### src/rtl/game_pkg.sv
// Purpose: shared state/mode encodings, sync-byte constants and counter width helper.
// Latency: n/a (types and constants only).
// Backpressure: n/a.
package game_pkg;

  // Encodings of the original states are unchanged; LINK_LOST takes the next free code.
  typedef enum logic [2:0] {
    START     = 3'd0,
    KEEPER    = 3'd1,
    SHOOTER   = 3'd2,
    WINNER    = 3'd3,
    LOSER     = 3'd4,
    LINK_LOST = 3'd5
  } g_state;

  typedef enum logic {
    MULTI = 1'b0,
    SOLO  = 1'b1
  } g_mode;

  localparam logic [7:0] TX_LEFT  = 8'hC8;
  localparam logic [7:0] TX_RIGHT = 8'h28;
  localparam logic [7:0] TX_START = 8'h48;
  localparam logic [7:0] TX_IDLE  = 8'h08;

  // Width able to hold 0..max; never narrower than one bit.
  function automatic int cnt_w(input int max);
    return (max < 1) ? 1 : $clog2(max + 1);
  endfunction

endpackage

### src/rtl/game_state_ctrl_sat_counter.sv
// Purpose: up-counter that holds at MAX, with synchronous clear taking priority.
// Latency: 1 cycle from clr/en to out; at_max is combinational from the register.
// Backpressure: none; en is ignored once MAX is reached.
// Ports: clk, rst_n (async active-low), clr, en in; out (count), at_max (out==MAX) out.
module sat_counter
  import game_pkg::*;
#(
  parameter int MAX = 1,
  parameter int W   = cnt_w(MAX)
) (
  input  logic         clk,
  input  logic         rst_n,
  input  logic         clr,
  input  logic         en,
  output logic [W-1:0] out,
  output logic         at_max
);

  logic [W-1:0] cnt_q;
  logic [W-1:0] cnt_d;

  assign at_max = (cnt_q == W'(MAX));
  assign out    = cnt_q;

  always_comb begin
    cnt_d = cnt_q;
    if (clr) begin
      cnt_d = '0;
    end else if (en && !at_max) begin
      cnt_d = cnt_q + 1'b1;
    end
  end

  always_ff @(posedge clk or negedge rst_n) begin
    if (!rst_n) begin
      cnt_q <= '0;
    end else begin
      cnt_q <= cnt_d;
    end
  end

endmodule

### src/rtl/game_state_ctrl.sv
// Purpose: penalty-game flow FSM: mode select, link settle/loss recovery, result screens, round count.
// Latency: 1 cycle; every output is registered and reflects the previous cycle's inputs.
// Backpressure: none; inputs are single-cycle pulses/levels, outputs are never stalled.
// Ports: clk, rst_n, mouse pulses, solo_enable, link/peer flags, score events in;
//        data_to_transmit, game_state, game_mode, round_num, state_changed out.
module game_state_ctrl
  import game_pkg::*;
#(
  parameter int SYNC_CYCLES  = 1_000_000,
  parameter int LINK_TIMEOUT = 50_000_000,
  parameter int RESULT_HOLD  = 0,
  parameter int ROUND_W      = 5
) (
  input  logic               clk,
  input  logic               rst_n,
  input  logic               left_clicked,
  input  logic               right_clicked,
  input  logic               solo_enable,
  input  logic               connect_corrected,
  input  logic               enemy_shooter,
  input  logic               game_starts,
  input  logic               match_end,
  input  logic               match_result,
  input  logic               end_gk,
  input  logic               end_sh,
  input  logic               back_to_start,
  output logic [7:0]         data_to_transmit,
  output g_state             game_state,
  output g_mode              game_mode,
  output logic [ROUND_W-1:0] round_num,
  output logic               state_changed
);

  localparam int SYNC_W = cnt_w(SYNC_CYCLES);
  localparam int LOSS_W = cnt_w(LINK_TIMEOUT);
  localparam int HOLD_W = cnt_w(RESULT_HOLD);

  g_state               state_q, state_d;
  g_state               prev_q, prev_d;
  g_mode                mode_q, mode_d;
  logic [7:0]           tx_q, tx_d;
  logic [ROUND_W-1:0]   round_q, round_d;
  logic                 changed_q, changed_d;

  logic [SYNC_W-1:0]    sync_cnt;
  logic [LOSS_W-1:0]    loss_cnt;
  logic [HOLD_W-1:0]    hold_cnt;
  logic                 sync_at_max, loss_at_max, hold_at_max;
  logic                 sync_clr, loss_clr, hold_clr;
  logic                 loss_done, hold_done, swap;

  // Settle counter only runs while sitting in START in multiplayer with the link up;
  // the other two run only inside their state, so each restarts from 0 on entry.
  assign sync_clr = !((state_q == START) && (mode_d == MULTI) && connect_corrected);
  assign loss_clr = (state_q != LINK_LOST);
  assign hold_clr = !((state_q == WINNER) || (state_q == LOSER));

  sat_counter #(.MAX(SYNC_CYCLES), .W(SYNC_W)) u_sync_cnt (
    .clk(clk), .rst_n(rst_n), .clr(sync_clr), .en(1'b1), .out(sync_cnt), .at_max(sync_at_max)
  );
  sat_counter #(.MAX(LINK_TIMEOUT), .W(LOSS_W)) u_loss_cnt (
    .clk(clk), .rst_n(rst_n), .clr(loss_clr), .en(1'b1), .out(loss_cnt), .at_max(loss_at_max)
  );
  sat_counter #(.MAX(RESULT_HOLD), .W(HOLD_W)) u_hold_cnt (
    .clk(clk), .rst_n(rst_n), .clr(hold_clr), .en(1'b1), .out(hold_cnt), .at_max(hold_at_max)
  );

  assign loss_done = (loss_cnt == LOSS_W'(LINK_TIMEOUT - 1));
  // RESULT_HOLD==0 disables the auto-return entirely.
  assign hold_done = (RESULT_HOLD != 0) && (hold_cnt == HOLD_W'(RESULT_HOLD - 1));

  // Raw count and flags not needed for decisions; folded here so they stay observable.
  logic unused_cnt_bits;
  assign unused_cnt_bits = ^{sync_cnt, loss_at_max, hold_at_max};

  always_comb begin
    state_d = state_q;
    prev_d  = prev_q;
    // Mode follows the switch only in START; decisions in START use the live switch.
    mode_d  = (state_q == START) ? (solo_enable ? SOLO : MULTI) : mode_q;

    unique case (state_q)
      START: begin
        if (mode_d == SOLO) begin
          if (left_clicked) state_d = KEEPER;
        end else if (game_starts && sync_at_max) begin
          state_d = enemy_shooter ? SHOOTER : KEEPER;
        end
      end
      KEEPER, SHOOTER: begin
        if (match_end) begin
          state_d = match_result ? WINNER : LOSER;
        end else if ((mode_q == MULTI) && !connect_corrected) begin
          state_d = LINK_LOST;
          prev_d  = state_q;
        end else if ((state_q == KEEPER) && end_gk) begin
          state_d = SHOOTER;
        end else if ((state_q == SHOOTER) && end_sh) begin
          state_d = KEEPER;
        end
      end
      LINK_LOST: begin
        if (connect_corrected) state_d = prev_q;
        else if (loss_done)    state_d = START;
      end
      WINNER, LOSER: begin
        if (right_clicked || (back_to_start && (mode_q == MULTI)) || hold_done) begin
          state_d = START;
        end
      end
      default: state_d = START;
    endcase

    if (left_clicked)       tx_d = TX_LEFT;
    else if (right_clicked) tx_d = TX_RIGHT;
    else if (game_starts)   tx_d = TX_START;
    else                    tx_d = TX_IDLE;

    swap    = ((state_q == KEEPER) && (state_d == SHOOTER)) ||
              ((state_q == SHOOTER) && (state_d == KEEPER));
    round_d = round_q;
    if (state_d == START) begin
      round_d = '0;
    end else if (swap && (round_q != '1)) begin
      round_d = round_q + 1'b1;
    end

    changed_d = (state_d != state_q);
  end

  always_ff @(posedge clk or negedge rst_n) begin
    if (!rst_n) begin
      state_q   <= START;
      prev_q    <= KEEPER;
      mode_q    <= MULTI;
      tx_q      <= 8'h00;
      round_q   <= '0;
      changed_q <= 1'b0;
    end else begin
      state_q   <= state_d;
      prev_q    <= prev_d;
      mode_q    <= mode_d;
      tx_q      <= tx_d;
      round_q   <= round_d;
      changed_q <= changed_d;
    end
  end

  assign game_state       = state_q;
  assign game_mode        = mode_q;
  assign data_to_transmit = tx_q;
  assign round_num        = round_q;
  assign state_changed    = changed_q;

endmodule

### config.mk
export PLATFORM = sky130hd
export DESIGN_NAME = game_state_ctrl
export DESIGN_NICKNAME = d
export VERILOG_FILES = /design/src/rtl/game_pkg.sv /design/src/rtl/game_state_ctrl_sat_counter.sv /design/src/rtl/game_state_ctrl.sv
export SDC_FILE = /design/constraint.sdc
export NUM_CORES = 1
export LEC_CHECK = 0
export BUFFER_PORTS_ARGS = -buffer_cell sky130_fd_sc_hd__buf_2
export CAP_MARGIN = 20
export CORE_AREA = 2 2 95 97
export DETAILED_ROUTE_END_ITERATION = 7
export DIE_AREA = 0 0 97 99
export GPL_TIMING_DRIVEN = 1
export SYNTH_ARGS = -nofsm -noshare
export SYNTH_HDL_FRONTEND = slang
export SYNTH_SLANG_ARGS = --single-unit
### constraint.sdc
create_clock -name clk -period 7.26 [get_ports clk]
set_clock_uncertainty 0.2 [all_clocks]
set_input_delay 1.089 -clock clk [delete_from_list [all_inputs] [get_ports clk]]
set_output_delay 1.089 -clock clk [all_outputs]
set_load 0.02 [all_outputs]
=== Word-level counts from Yosys, hierarchy flattened ===
Index checks and enable logic that the tools add are counted.
Widths: inputs -> output; s select.

* Bitwise gates (word level): 3
* Reduce and logical (&&, ||, !) cells: 19
* Muxes and demuxes: 24
* Add/subtract/negate cells: 3
* Equality and inequality tests: 15

{| class="wikitable"
|+ Operator list
! operator !! number
|-
| $eq 26x26->1 const B || 2
|-
| $mux 26 || 2
|-
| $mux 20 || 2
|-
| $mux 3 || 11
|-
| $add 26x1->26 const B || 1
|-
| $add 20x1->20 const B || 1
|-
| $eq 20x20->1 const B || 1
|-
| $mux 7 || 2
|-
| $pmux 3 s4 || 1
|-
| $logic_and 1x1->1 || 10
|-
| $mux 5 || 2
|-
| $eq 3x2->1 const B || 3
|-
| $mux 8 || 1
|-
| $eq 3x1->1 const B || 2
|-
| $eq 3x3->1 const B || 2
|-
| $logic_not 3->1 || 2
|-
| $add 5x1->5 const B || 1
|-
| $ne 5x5->1 const B || 1
|-
| $reduce_or 2->1 || 2
|-
| $ne 3x3->1 || 1
|-
| $ne 3x3->1 const B || 1
|-
| $not 1->1 || 3
|-
| $reduce_and 3->1 || 1
|-
| $logic_or 1x1->1 || 2
|-
| 6 further kinds || 7
|}

* Register bits after elaboration: 67
* Output and inout bits: 18
* Input port bits: 13
* Logic and storage cells: 72

=== Longest topological paths before layout ===
* Word-level depth: 13
* Depth in mapped cells: 10
* Mapped depth without buffers: 10

=== By module ===
From an unflattened synthesis, not the netlist that was laid out.

* Cell total of the unflattened synthesis: 412
* Area total of the unflattened synthesis: 3888.7 sq um

{| class="wikitable"
|+ Modules (own cells, without submodules)
! module !! area each (sq um) !! times used !! cells an instance !! sequential area each (sq um)
|-
| sat_counter at u_loss_cnt || 1540.2 || 1 || 159 || 650.6
|-
| sat_counter at u_sync_cnt || 1193.6 || 1 || 126 || 500.5
|-
| game_state_ctrl || 1154.9 || 1 || 127 || 426.7
|}

=== Least setup slack after synthesis ===
No wires, ideal clock.

* Path type: input -> register
* Start point: input port connect_corrected
* End point: register round_q[0], in the netlist round_num[0]
* Slack: 4.382 ns
* Library setup time: 0.080 ns
* Arrival: 2.598 ns
* Data required time: 6.980 ns
* Buffers on the path: 0
* Stages on the path: 7
* Cell sequence: or3_1 -> a211oi_1 -> nor3_1 -> nand2_1 -> a21oi_1 -> a32oi_1 -> mux2i_1

* Cells in the longest elaborated chain, start to end: 10
* Elaborated cells between the ends (all ways): 15
* Classes of those cells: 2 x eq/ne; 5 x mux; 8 x reduce/logical

{| class="wikitable"
|+ RTL lines
! what !! RTL line !! source
|-
| start, declared || game_state_ctrl.sv:19 || <nowiki>input logic connect_corrected,</nowiki>
|-
| $logic_not 1->1 || game_state_ctrl.sv:93 || <nowiki>end else if ((mode_q == MULTI) && !connect_corrected) begin</nowiki>
|-
| $logic_and 1x1->1 || game_state_ctrl.sv:93 ||
|-
| $mux 3 || game_state_ctrl.sv:93 ||
|-
| $mux 3 || game_state_ctrl.sv:91 || <nowiki>if (match_end) begin</nowiki>
|-
| $pmux 3 s4 (*) || game_state_ctrl.sv:82 || <nowiki>unique case (state_q)</nowiki>
|-
| $eq 3x2->1 or $eq 3x1->1 (tied branches) || game_state_ctrl.sv:119, game_state_ctrl.sv:120 ||
|-
| $logic_and 1x1->1, on equally long branches || game_state_ctrl.sv:119, game_state_ctrl.sv:120 ||
|-
| $logic_or 1x1->1 || game_state_ctrl.sv:119 || <nowiki>swap = ((state_q == KEEPER) && (state_d == SHOOTER)) ||</nowiki>
|-
| $logic_and 1x1->1 || game_state_ctrl.sv:124 || <nowiki>end else if (swap && (round_q != '1)) begin</nowiki>
|-
| $reduce_bool 2->1 (no line) || - ||
|-
| end signal, assigned || game_state_ctrl.sv:144 || <nowiki>round_q <= round_d;</nowiki>
|-
| end, declared || game_state_ctrl.sv:42 || <nowiki>logic [ROUND_W-1:0] round_q, round_d;</nowiki>
|}

Mark *: on every way between the ends. The rest lies on a longest branch, timed or not.
A chain may end at the register's enable or synchronous reset.

=== Worst setup path in the final report ===
* Start point: register state_q[0], in the netlist game_state[0]
* End point: register changed_q, in the netlist state_changed

* Cells in the longest elaborated chain, start to end: 8
* Elaborated cells between the ends (all ways): 23
* Classes of those cells: 6 x eq/ne; 12 x mux; 5 x reduce/logical

{| class="wikitable"
|+ RTL lines
! what !! RTL line !! source
|-
| start, declared || game_state_ctrl.sv:38 || <nowiki>g_state state_q, state_d;</nowiki>
|-
| start signal, assigned || game_state_ctrl.sv:140 || <nowiki>state_q <= state_d;</nowiki>
|-
| $eq 3x2->1 || game_state_ctrl.sv:82, game_state_ctrl.sv:98 ||
|-
| $logic_and 1x1->1 || game_state_ctrl.sv:98 || <nowiki>end else if ((state_q == SHOOTER) && end_sh) begin</nowiki>
|-
| $mux 3 || game_state_ctrl.sv:98 ||
|-
| $mux 3 || game_state_ctrl.sv:96 || <nowiki>end else if ((state_q == KEEPER) && end_gk) begin</nowiki>
|-
| $mux 3 || game_state_ctrl.sv:93 ||
|-
| $mux 3 || game_state_ctrl.sv:91 ||
|-
| $pmux 3 s4 (*) || game_state_ctrl.sv:82 ||
|-
| via state_d[2] || game_state_ctrl.sv:38 ||
|-
| $ne 3x3->1 (*) || game_state_ctrl.sv:128 || <nowiki>changed_d = (state_d != state_q);</nowiki>
|-
| via changed_d || game_state_ctrl.sv:43 || <nowiki>logic changed_q, changed_d;</nowiki>
|-
| end signal, assigned || game_state_ctrl.sv:145 || <nowiki>changed_q <= changed_d;</nowiki>
|-
| end, declared || game_state_ctrl.sv:43 ||
|}

The timed path passes the listed nets; every way through them passes the cells marked *.

==> out/results.txt <==
Tmin final = 3.22 ns
Filler Cells Inserted = 839
Final setup vio count = 0
Slew @ Worst Pin = 0.944 ns
Post-CTS setup buffer count = 0
VDD IR-drop max = 0.123 mV
Post-route insts no fill = 500
Seq pwr share = 0.440
Initial antenna violation count = 0
Outcome = finished clean
Final Max Tran Viols = 0
Layout Nets = 406
Number of synthesized flops with an enable pin = 0
YS warnings = 0
TNS Setup = 0 ns
Global-route wire length before repair = 11300 um
DP Worst Slack = 3.96 ns
Initial Utilization = 0.390
# resized after CTS = 0
Routed vias/inst = 5.04
Post-synthesis cell area = 0.00333 mm2
# clock sinks = 63
Post-DP HPWL = 4450 um
Area grow syn2layout = 12.5%
H-Tree Depth = 3
Internal power = 613 uW
Drt drc = 0
DR vias = 2519
Multi-input logic area = 0.00165 mm2
GRT Total Usage = 0.143
Final core utilization = 0.439
Total power draw = 926 uW
I/O Buffers = 26
Layout cells sized above 1 = 0.117
DR iter-0 viols = 180
WP data arrival = 3.24 ns
Antenna viol nets, final = 0
Register area share after synthesis = 0.473
CTS Buf Count = 9
FMAX = 0.311 GHz
# rows = 34
CP Launch Type = register
Worst Slack Setup Final = 4.04 ns
Top cells by area, synth = dfrtp_1 (47%), nor2_1 (7.0%), xor2_1 (6.3%)
Gp weighted congestion = 0.858
Pwr/cell area = 247 mW/mm2
Synth area leader = dfrtp_1
Die ar. = 0.00960 mm2
Post-Syn Instances = 357
Slew headroom = 0.369
Clock root buffer = clkbuf_8
Clock Latency Late Sink = 0.34 ns
Synth cell count leaders = dfrtp_1 (62), nor2_1 (62), xor2_1 (24), nand2_1 (23), nand3_1 (18)
Critical Path RT = 7.28 ns
CP Capture Type = register
Worst-path clk slew = 0.07 ns
Ports = 31
NetSw = 312 uW
Hold buffers post-CTS = 0
Core area = 0.00855 mm2
Vias in the first global route = 2507
DR pass1 iterations = 4
Clock tree buffer depth = 2
Crit Path Max Fanout = 28
Die Y = 99 um
Register area = 0.00158 mm2
Avg Cell Area, Syn = 9.34 um2
Total Wirelength = 6480 um
Class of the worst hold path = register to register
Ys async rst share = 1.00
Die span in x = 97 um
Clock power share = 0.319
Unique cell type count in the Yosys netlist = 49
Tcrit/Tclk final = 0.443
Leakage = 1.61 nW
Largest net degree at the start of global routing = 64
Number of hold violations in the final report = 0
GRT Residual Overflow = 0
Sw Ratio = 0.337
Synth Flop Type = dfrtp_1
Critical path class = register to register
Max-Cap Viols = 0
Synth top area share = 0.465
RSZ-0062 raised after global routing = no
Ant diodes = 0
Placed instance count = 484
#FFs+latches synth = 63
DR WL/cell = 13.0 um
CTS tree = done
Comb power frac = 0.241
## placed cells by master (no fill, tap or decap), types with 2 or more instances in the layout
| cell | netlist | layout |
|---|---|---|
| nand4_1 | 10 | 10 |
| clkbuf_1 | 6 | 2 |
| nand2_1 | 23 | 23 |
| nor2_1 | 62 | 62 |
| clkinvlp_4 | 0 | 2 |
| dfrtp_1 | 62 | 62 |
| xor2_1 | 24 | 24 |
| or3_1 | 5 | 5 |
| buf_2 | 1 | 26 |
| and3_1 | 11 | 11 |
| nand3_1 | 18 | 18 |
| nor3_1 | 8 | 8 |
| ha_1 | 6 | 6 |
| nand3b_1 | 3 | 3 |
| mux2i_1 | 8 | 8 |
| nand2b_1 | 3 | 3 |
| nor4b_1 | 3 | 3 |
| clkbuf_8 | 0 | 9 |
| nor2b_1 | 7 | 7 |
| nand4b_1 | 2 | 2 |
| a211o_1 | 2 | 2 |
| inv_1 | 16 | 16 |
| o21ai_0 | 13 | 13 |
| a21oi_1 | 15 | 15 |
| conb_1 | 2 | 5 |
| and4_1 | 3 | 3 |
| xnor2_1 | 17 | 17 |
## layer usage
layer / GRT usage / vias up / wire [um]
met5: 0 / - / 0
met4: 0.0553 / 0 / 101
met3: 0.0426 / 11 / 207
met2: 0.236 / 32 / 2970
met1: 0.179 / 1196 / 3200
li1: - / 1280 / -
## power by group through the flow
stage / clock network (mW) / registers, mW / logic [mW]
after global placement: 0 / 0.412 / 0.221
after CTS: 0.309 / 0.406 / 0.224
final: 0.295 / 0.408 / 0.223
after global routing: 0.324 / 0.412 / 0.248
after detailed placement: 0 / 0.413 / 0.223
after floorplan: 0 / 0.415 / 0.158
## worst max-delay path, cell delays in order, from the launching register on
cell	delay, ns
dfrtp_1	0.61
nor2b_1	0.37
nand2_1	0.63
o31ai_1	0.65
inv_1	0.09
a211o_1	0.30
a211o_1	0.25
## per-stage QoR
step                      cell area, um2  hold WS (ns)
after global placement              3560         0.280
final                               3750         0.298
after floorplan                     3340         0.258
after CTS                           3750         0.303
after detailed placement            3560         0.290
after global routing                3750         0.318
## sequential cells by signal (all words and copies together), names as in the netlist
| signal | cells |
|---|---|
| state_changed | 1 |
| prev_q | 3 |
| u_sync_cnt.out | 20 |
| game_state | 3 |
| game_mode | 1 |
| u_loss_cnt.out | 26 |
| data_to_transmit | 4 |
| round_num | 5 |
## path summary, 6_finish.rpt
path,startpoint,to,slack [ns],depth (start not counted)
hold reg to reg,round_num[2],round_num[2],0.30,1
setup / recovery,game_state[0],state_changed,4.04,6
max in group asynchronous,rst_n,u_loss_cnt.out[13],5.59,2
setup reg to reg,game_state[0],state_changed,4.04,6
min in group asynchronous,rst_n,u_sync_cnt.out[3],0.71,2
hold / removal,round_num[2],round_num[2],0.30,1
## cell type report
type / instances / share of cell area
inverter: 16 / 0.0160
multi-input combinational: 270 / 0.440
clock inverter: 5 / 0.0157
sequential: 63 / 0.421
clock buffer: 11 / 0.0350
timing repair buffer: 27 / 0.0367
tap: 108 / 0.0360
## kinds of logic (layout without fill, tap and decap cells)
family	after synthesis	after routing	synth area share
multiplexers	9	9	0.0285
XOR/XNOR	41	41	0.108
flip-flops	63	63	0.473
other	2	5	0.00225
AND/OR/NAND/NOR	167	167	0.253
buffers and inverters	27	59	0.0353
AO/OA/AOI/OAI	42	42	0.0777
adder cells (fa/ha/maj)	6	6	0.0225
Power figures use the tool's default switching activity.
